## src/rtl/cpu_pkg.sv

```systemverilog
// Shared CPU pipeline definitions: hazard unit states, forwarding selectors
// and the architectural zero register.
package cpu_pkg;

  localparam logic [4:0] XZR = 5'd31;

  typedef enum logic [1:0] {
    IDLE,
    LD_STALL,
    BR_FLUSH
  } hz_state_t;

  typedef enum logic [1:0] {
    FWD_REG,
    FWD_MEM,
    FWD_WB
  } fwd_sel_t;

  // The younger MEM result shadows the older WB result; XZR always reads as the RF value.
  function automatic fwd_sel_t fwd_select(
    input logic [4:0] src,
    input logic       reg_write_mem,
    input logic [4:0] rd_mem,
    input logic       reg_write_wb,
    input logic [4:0] rd_wb
  );
    if (reg_write_mem && (rd_mem == src) && (rd_mem != XZR)) return FWD_MEM;
    if (reg_write_wb && (rd_wb == src) && (rd_wb != XZR)) return FWD_WB;
    return FWD_REG;
  endfunction

endpackage

```

## src/rtl/fwd_mux.sv

```systemverilog
// Operand forwarding mux for one ALU source: picks MEM result, WB data or
// register-file read data.
module fwd_mux
  import cpu_pkg::*;
(
  input  logic [4:0]  src,
  input  logic [63:0] rf_data,
  input  logic        reg_write_mem,
  input  logic [4:0]  rd_mem,
  input  logic [63:0] alu_result_mem,
  input  logic        reg_write_wb,
  input  logic [4:0]  rd_wb,
  input  logic [63:0] wb_data,
  output logic [63:0] fwd_data
);

  fwd_sel_t sel;

  assign sel = fwd_select(src, reg_write_mem, rd_mem, reg_write_wb, rd_wb);

  always_comb begin
    case (sel)
      FWD_MEM: fwd_data = alu_result_mem;
      FWD_WB:  fwd_data = wb_data;
      default: fwd_data = rf_data;
    endcase
  end

endmodule

```

## src/rtl/hazard_fwd_unit.sv

```systemverilog
// Hazard and forwarding unit: EX operand forwarding, one-bubble load-use
// stall, multi-cycle branch flush and saturating stall/flush statistics.
module hazard_fwd_unit
  import cpu_pkg::*;
#(
  parameter int FLUSH_CYCLES = 2,
  parameter int CNT_W        = 32
) (
  input  logic             clk,
  input  logic             reset,
  input  logic [4:0]       Rn_ex,
  input  logic [4:0]       Rm_ex,
  input  logic [63:0]      rd1_ex,
  input  logic [63:0]      rd2_ex,
  input  logic [4:0]       Rn_id,
  input  logic [4:0]       Rm_id,
  input  logic             MemRead_ex,
  input  logic [4:0]       Rd_ex,
  input  logic             RegWrite_mem,
  input  logic [4:0]       Rd_mem,
  input  logic [63:0]      alu_result_mem,
  input  logic             RegWrite_wb,
  input  logic [4:0]       Rd_for,
  input  logic [63:0]      wb_data,
  input  logic             BrTaken_mem,
  output logic [63:0]      fwd_a,
  output logic [63:0]      fwd_b,
  output logic             pc_write_en,
  output logic             ifid_write_en,
  output logic             idex_bubble,
  output logic             flush,
  output logic [CNT_W-1:0] stall_count,
  output logic [CNT_W-1:0] flush_count
);

  localparam logic [2:0] FLUSH_RELOAD = 3'(FLUSH_CYCLES - 1);

  hz_state_t  state, state_next;
  logic [2:0] flush_cnt, flush_cnt_next;
  logic       load_use;
  logic       br_accept;

  fwd_mux u_fwd_a (
    .src            (Rn_ex),
    .rf_data        (rd1_ex),
    .reg_write_mem  (RegWrite_mem),
    .rd_mem         (Rd_mem),
    .alu_result_mem (alu_result_mem),
    .reg_write_wb   (RegWrite_wb),
    .rd_wb          (Rd_for),
    .wb_data        (wb_data),
    .fwd_data       (fwd_a)
  );

  fwd_mux u_fwd_b (
    .src            (Rm_ex),
    .rf_data        (rd2_ex),
    .reg_write_mem  (RegWrite_mem),
    .rd_mem         (Rd_mem),
    .alu_result_mem (alu_result_mem),
    .reg_write_wb   (RegWrite_wb),
    .rd_wb          (Rd_for),
    .wb_data        (wb_data),
    .fwd_data       (fwd_b)
  );

  assign load_use  = MemRead_ex && (Rd_ex != XZR) && ((Rd_ex == Rn_id) || (Rd_ex == Rm_id));
  assign br_accept = BrTaken_mem && !reset;

  always_comb begin
    // NOTE: every output of this block gets a default first so no latch is inferred.
    state_next     = state;
    flush_cnt_next = flush_cnt;
    pc_write_en    = 1'b1;
    ifid_write_en  = 1'b1;
    idex_bubble    = 1'b0;
    flush          = 1'b0;
    if (!reset) begin
      case (state)
        IDLE, LD_STALL: begin
          // A taken branch squashes the instruction that would have caused the stall.
          if (BrTaken_mem) begin
            flush          = 1'b1;
            flush_cnt_next = FLUSH_RELOAD;
            state_next     = (FLUSH_CYCLES == 1) ? IDLE : BR_FLUSH;
          end else if ((state == IDLE) && load_use) begin
            pc_write_en   = 1'b0;
            ifid_write_en = 1'b0;
            idex_bubble   = 1'b1;
            state_next    = LD_STALL;
          end else begin
            state_next = IDLE;
          end
        end
        BR_FLUSH: begin
          flush = 1'b1;
          if (BrTaken_mem) begin
            flush_cnt_next = FLUSH_RELOAD;
          end else begin
            flush_cnt_next = flush_cnt - 3'd1;
            if (flush_cnt == 3'd1) state_next = IDLE;
          end
        end
        default: state_next = IDLE;
      endcase
    end
  end

  // NOTE: registered state uses non-blocking assignments so all flops update together.
  always_ff @(posedge clk) begin
    if (reset) begin
      state       <= IDLE;
      flush_cnt   <= '0;
      stall_count <= '0;
      flush_count <= '0;
    end else begin
      state     <= state_next;
      flush_cnt <= flush_cnt_next;
      if (idex_bubble && !(&stall_count)) stall_count <= stall_count + 1'b1;
      if (br_accept && !(&flush_count))   flush_count <= flush_count + 1'b1;
    end
  end

endmodule
```

## config.mk

```make
export PLATFORM = sky130hd
export DESIGN_NAME = hazard_fwd_unit
export DESIGN_NICKNAME = d
export VERILOG_FILES = /design/src/rtl/cpu_pkg.sv /design/src/rtl/fwd_mux.sv /design/src/rtl/hazard_fwd_unit.sv
export SDC_FILE = /design/constraint.sdc
export NUM_CORES = 1
export LEC_CHECK = 0
export BUFFER_PORTS_ARGS = -buffer_cell sky130_fd_sc_hd__buf_4
export CAP_MARGIN = 20
export CORE_AREA = 2 2 190 192
export DETAILED_ROUTE_END_ITERATION = 6
export DIE_AREA = 0 0 192 194
export PLACE_DENSITY = 0.49
export SKIP_LAST_GASP = 1
export SLEW_MARGIN = 5
export SYNTH_ARGS = -nofsm -noshare
export SYNTH_HDL_FRONTEND = slang
export SYNTH_SLANG_ARGS = --single-unit
```

## constraint.sdc

```tcl
create_clock -name clk -period 7.55 [get_ports clk]
set_clock_uncertainty 0.05 [all_clocks]
set_input_delay 1.51 -clock clk [delete_from_list [all_inputs] [get_ports clk]]
set_output_delay 1.51 -clock clk [all_outputs]
set_load 0.1 [all_outputs]
```

# Word level (Yosys, flattened, before mapping)
# Index checks and enable logic that the tools add are counted.
# Widths: inputs -> output; s select.
[word_totals] reg_bits=69 input_bits=297 out_inout_bits=196 elab_cells=86
[op_classes] add_sub_neg=3 eq_ne=19 n_mux=35 n_reduce_logical=25
[ops] cell="$pmux 64 s2" count=2
[ops] cell="$add 32x1->32 const B" count=2
[ops] cell="$reduce_and 32->1" count=2
[ops] cell="$eq 5x5->1" count=6
[ops] cell="$mux 2" count=11
[ops] cell="$mux 1" count=17
[ops] cell="$ne 5x5->1 const B" count=3
[ops] cell="$logic_and 1x1->1" count=14
[ops] cell="$eq 2x1->1 const B" count=3
[ops] cell="$eq 2x2->1 const B" count=3
[ops] cell="$mux 3" count=2
[ops] cell="$ne 2x2->1 const B" count=3
[ops] cell="$pmux 3 s2" count=1
[ops] cell="$pmux 2 s2" count=1
[ops] cell="$reduce_and 2->1" count=2
[ops] cell="$eq 3x1->1 const B" count=1
[ops] cell="$logic_not 1->1" count=3
[ops] cell="$sub 3x1->3 const B" count=1
[ops] cell="$logic_not 2->1" count=1
[ops] cell="$pmux 1 s2" count=1
[ops] cell="$reduce_bool 2->1" count=1
[ops] cell="$reduce_or 2->1" count=1
[ops] cell="$logic_or 1x1->1" count=1

# Logic depth before layout (Yosys ltp)
[logic_depth] word_depth=9 mapped_depth=8 depth_no_buf=7

# By module
# Synthesis repeated with hierarchy kept, for this count alone.
[hier_totals] hier_cells=1132 hier_area_um2=8092.8
[by_module_without_submodules] mod="fwd_mux" n_inst=2 cells_each=347 area_per_inst_um2=2244.7
[by_module_without_submodules] mod="hazard_fwd_unit" n_inst=1 cells_each=438 area_per_inst_um2=3603.5

# Worst setup path before layout
# OpenSTA, ideal clock, no wires.
[synth_path] kind="input -> output" startpoint="in Rd_for[4]" endpoint="out fwd_a[13]" arrival_ns=4.907 t_required_ns=5.990 setup_slack_ns=1.083 path_stages=7 path_cell_list="xnor2_1 -> nand3_1 -> nor4_1 -> buf_2 -> buf_1 -> mux2i_1 -> o21ai_0"
[synth_between] elab_chain_len=9
[synth_rtl] element="start: declaration" line="hazard_fwd_unit.sv:23" source="input logic [4:0] Rd_for,"
[synth_rtl] element="$eq 5x5->1" line="cpu_pkg.sv:28" source="if (reg_write_wb && (rd_wb == src) && (rd_wb != XZR)) return FWD_WB;"
[synth_rtl] element="$logic_and 1x1->1" line="cpu_pkg.sv:28"
[synth_rtl] element="$logic_and 1x1->1 *" line="cpu_pkg.sv:28"
[synth_rtl] element="$mux 1 (2 in a row)" line="cpu_pkg.sv:28"
[synth_rtl] element="$mux 2 *" line="cpu_pkg.sv:29" source="return FWD_REG;"
[synth_rtl] element="$mux 2 *" line="cpu_pkg.sv:28"
[synth_rtl] element="$eq 2x2->1 / $eq 2x1->1 (equally long branches)" line="fwd_mux.sv:22" source="case (sel)"
[synth_rtl] element="$pmux 64 s2 *" line="fwd_mux.sv:22"
[synth_rtl] element="end: declaration" line="hazard_fwd_unit.sv:26" source="output logic [63:0] fwd_a,"
# Mark *: on every way between the ends. The rest lies on a longest branch, timed or not. The select of a mux whose other input is x is not followed.

# Final worst setup path
[layout_path] startpoint="in Rd_for[2]" endpoint="out fwd_b[29]"
[layout_between] elab_chain_len=9
[layout_rtl] element="$eq 5x5->1" line="cpu_pkg.sv:28"
[layout_rtl] element="$logic_and 1x1->1" line="cpu_pkg.sv:28"
[layout_rtl] element="$logic_and 1x1->1 *" line="cpu_pkg.sv:28"
[layout_rtl] element="$mux 1 (2 in a row)" line="cpu_pkg.sv:28"
[layout_rtl] element="$mux 2 *" line="cpu_pkg.sv:29"
[layout_rtl] element="$mux 2 *" line="cpu_pkg.sv:28"
[layout_rtl] element="$eq 2x2->1 / $eq 2x1->1 (equally long branches)" line="fwd_mux.sv:22"
[layout_rtl] element="$pmux 64 s2 *" line="fwd_mux.sv:22"
[layout_rtl] element="end: declaration" line="hazard_fwd_unit.sv:27" source="output logic [63:0] fwd_b,"
# Marks and branches as above.

==> summary.md <==
| Metric | Value |
|---|---|
| Syn Area/Cell | 7.16 um2 |
| Hold path startpoint | flush_cnt[1] |
| Run status | finished, final reports clean |
| Top FF cell, synth | dfxtp_1 |
| Sequential share of the synthesized area | around 22% |
| Worst Hold Class | flop to flop |
| Crit-path slowest cell | nor4_2 |
| RSZ-0062 raised after global routing | false |
| Crit-path max FO | 60 |
| DIE WIDTH | 192 um |
| Flops & latches, synth | 69 |
| Core area | 35200 um2 |
| Overflow after GRT | 0 |
| Crit share post-route | 75.9% |
| Root buffer cell | clkbuf_16 |
| Bufs and invs on worst path | 3 |
| CTS clk-pin slew, worst paths | about 0.050 ns |
| CTS tree | done |
| Largest net degree at the start of global routing | 129 |
| Wirelength per Cell | 18.6 um |
| Reg area | 1380 um2 |
| H-tree levels | 3 |
| Post-synth EDFFs | 0 |
| Setup violators final | 0 |
| FFs w/ async S/R, synth | 0% |
| Setup TNS Final | 0 ns |
| DR vias/cell | about 4.5 |
| Top delay family on crit path | buffers and inverters |
| Antenna violations before repair | 11 |
| Initial DRC count | approximately 330 |
| Multi-input gate area | approximately 4600 um2 |
| Max incr delay on CP | 0.83 ns |
| GRT Util Overall | 16.8% |
| # clock sinks | 69 |
| Site Rows | 69 |
| Initial Util | 17.8% |
| Yosys warns | 0 |
| CP Launch Point | Rd_for[2] |
| CTS resizes | 0 |
| Vias post-DR | a little over 8000 |
| Crit path kind | input pin to primary output |
| Pins Over Slew Limit | 0 |
| Fmax | 174 MHz |
| IO Count | 493 |
| Worst-skew pair later-pin latency | roughly 0.33 ns |
| Pre-antenna DRT Iters | 7 |
| Required @ worst endpoint | 5.99 ns |
| Syn Inst Count | 878 |
| Power Density | around 140 nW/um2 |
| Pleak | 0.00415 uW |
| Final wirelength | around 34 mm |
| Hpwl dp | approximately 28 mm |
| Max-cap viol count | 0 |
| Gpl congestion | 0.933 |
| CP startpoint kind | input pin |
| Fillers | 3874 |
| Critical Path AT | approximately 4.2 ns |
| # Post-CTS Setup Buffers | 0 |
| Synth unique cells | 52 |
| TritonCTS buffer count | 9 |
| Area grow syn2layout | 71.7% |
| DIE AREA | 37200 um2 |
| Clk buf depth | 2 |
| Post-route DRC | 0 |
| Remaining antenna violation count | 0 |
| CP cell instances | buf_4 > nand3_1 > o21ai_0 > nor4_2 > buf_12 > mux2i_1 > o21ai_0 > buf_4 |
| Final min period | approximately 5.7 ns |
| Buffers on Ports | 492 |
| Final hold vios | 0 |
| Syn nets | around 1200 |
| Setup crit end kind | primary output |
| Maximum VDD drop | roughly 0.13 mV |
| First-pass GRT wire length | 47.9 mm |
| Placed Instances | 1780 |
| Worst slew pin tran | 1.04 ns |
| Hold buffer count at CTS | 0 |
| Vias in the first global route | 7682 |
| Proportion of layout cells with a drive suffix above 1 | 39.6% |
| Non-filler cells, final | 1807 |
| Die Y | slightly below 200 um |
| RR Startpoint | state[1] |
| Slew margin rel. | 30.4% |
| Synthesized cell area | 6280 um2 |
| Net count, final | ~1600 |
worst paths after layout:
check	to	slack (ns)	cells after the start
setup / recovery	fwd_b[29]	1.82	8
hold / removal	flush_cnt[1]	0.44	2
setup reg to reg	stall_count[28]	4.85	5
hold reg to reg	flush_cnt[1]	0.44	2
kinds of logic (layout without fill, tap and decap cells):
family	count (synthesis)	after routing	share of synthesized area, %
fa+ha+maj	4	4	0.797
simple gates	339	339	25.7
mux	131	131	20.9
xor+xnor	62	62	8.64
compound gates	205	205	17.6
other cells	0	11	0
flops	69	69	22.0
buf+inv	68	525	4.40
area by class of cell:
cell class | count | area share (%)
well taps | 461 | 5.35
multi-input cells | 741 | 43.1
flip-flops and latches | 69 | 12.8
diodes | 11 | 0.255
clock buffers | 10 | 2.22
repair buffers | 497 | 35.1
inverters | 12 | 0.418
clock inverters | 6 | 0.800
cell usage after synthesis (all sizes together), types with 3 or more instances:
library cell,count,share of area [%]
xnor2,41,5.7
mux2i,128,20
a211oi,3,0.56
mux2,3,0.54
nand2,161,9.6
ha,4,0.80
o31ai,5,0.60
and3,5,0.50
buf,19,1.5
inv,12,0.72
clkbuf,37,2.2
nor2,57,3.4
nand3,30,2.5
or2,3,0.30
and2,4,0.40
o21ai,152,12
and4,6,0.84
nor3,10,0.98
dfxtp,69,22
xor2,21,2.9
or4,8,1.0
or3,21,2.1
a21oi,33,2.6
nand4,18,1.9
nor4,6,0.70
layout by cell type (no fill, tap or decap), drive strengths merged, types with 5 or more instances in the layout:
cell type    n
buf        497
nand2      161
o21ai      152
mux2i      128
dfxtp       69
nor2        57
xnor2       41
a21oi       33
nand3       30
xor2        21
or3         21
nand4       18
inv         12
diode       11
nor3        10
clkbuf      10
or4          8
and4         6
nor4         6
and3         5
o31ai        5
through the flow:
| step | hold slack, ns | area [um2] | power (uW) | utilization, % | setup slack, ns |
|---|---|---|---|---|---|
| 2_1_floorplan | 0.404 | 6280 | 854 | - | 1.08 |
| 3_3_place_gp | 0.424 | 10400 | 1110 | 29.6 | 1.84 |
| 3_5_place_dp | 0.429 | 10400 | 1110 | 29.6 | 1.84 |
| 4_1_cts | 0.444 | 10800 | 1570 | 30.5 | 1.83 |
| 5_1_grt | 0.493 | 10800 | 1620 | 30.6 | 1.66 |
| 6_report | 0.436 | 10800 | 1560 | 30.6 | 1.82 |
where the power goes:
| part | internal, uW | total, uW | switching (uW) |
|---|---|---|---|
| logic | 208 | 730 | 521 |
| clock network | 297 | 456 | 159 |
| registers | 367 | 370 | 2.93 |
| total | 873 | 1560 | 683 |
worst reg2reg max path: stages, from the launching register on:
cell       delay, ns
dfxtp_1         0.35
or4b_4          0.56
a211oi_4        0.38
o2111ai_1       0.55
nor3_1          0.34
mux2_1          0.35
registers in the layout, summed over array words and instances, names as in the netlist:
| signal | count |
|---|---|
| state | 2 |
| flush_cnt | 3 |
| stall_count | 32 |
| flush_count | 32 |
per-layer routing:
metal  track usage (%)  vias to the layer above  wire, um
met5                 0                        -         0
met4              6.90                        0       858
met3              4.40                       34      2810
met2              29.2                      299     16700
met1              19.5                     3755     13300
li1                  -                     4034         -
(Power assumes the default switching activity.)
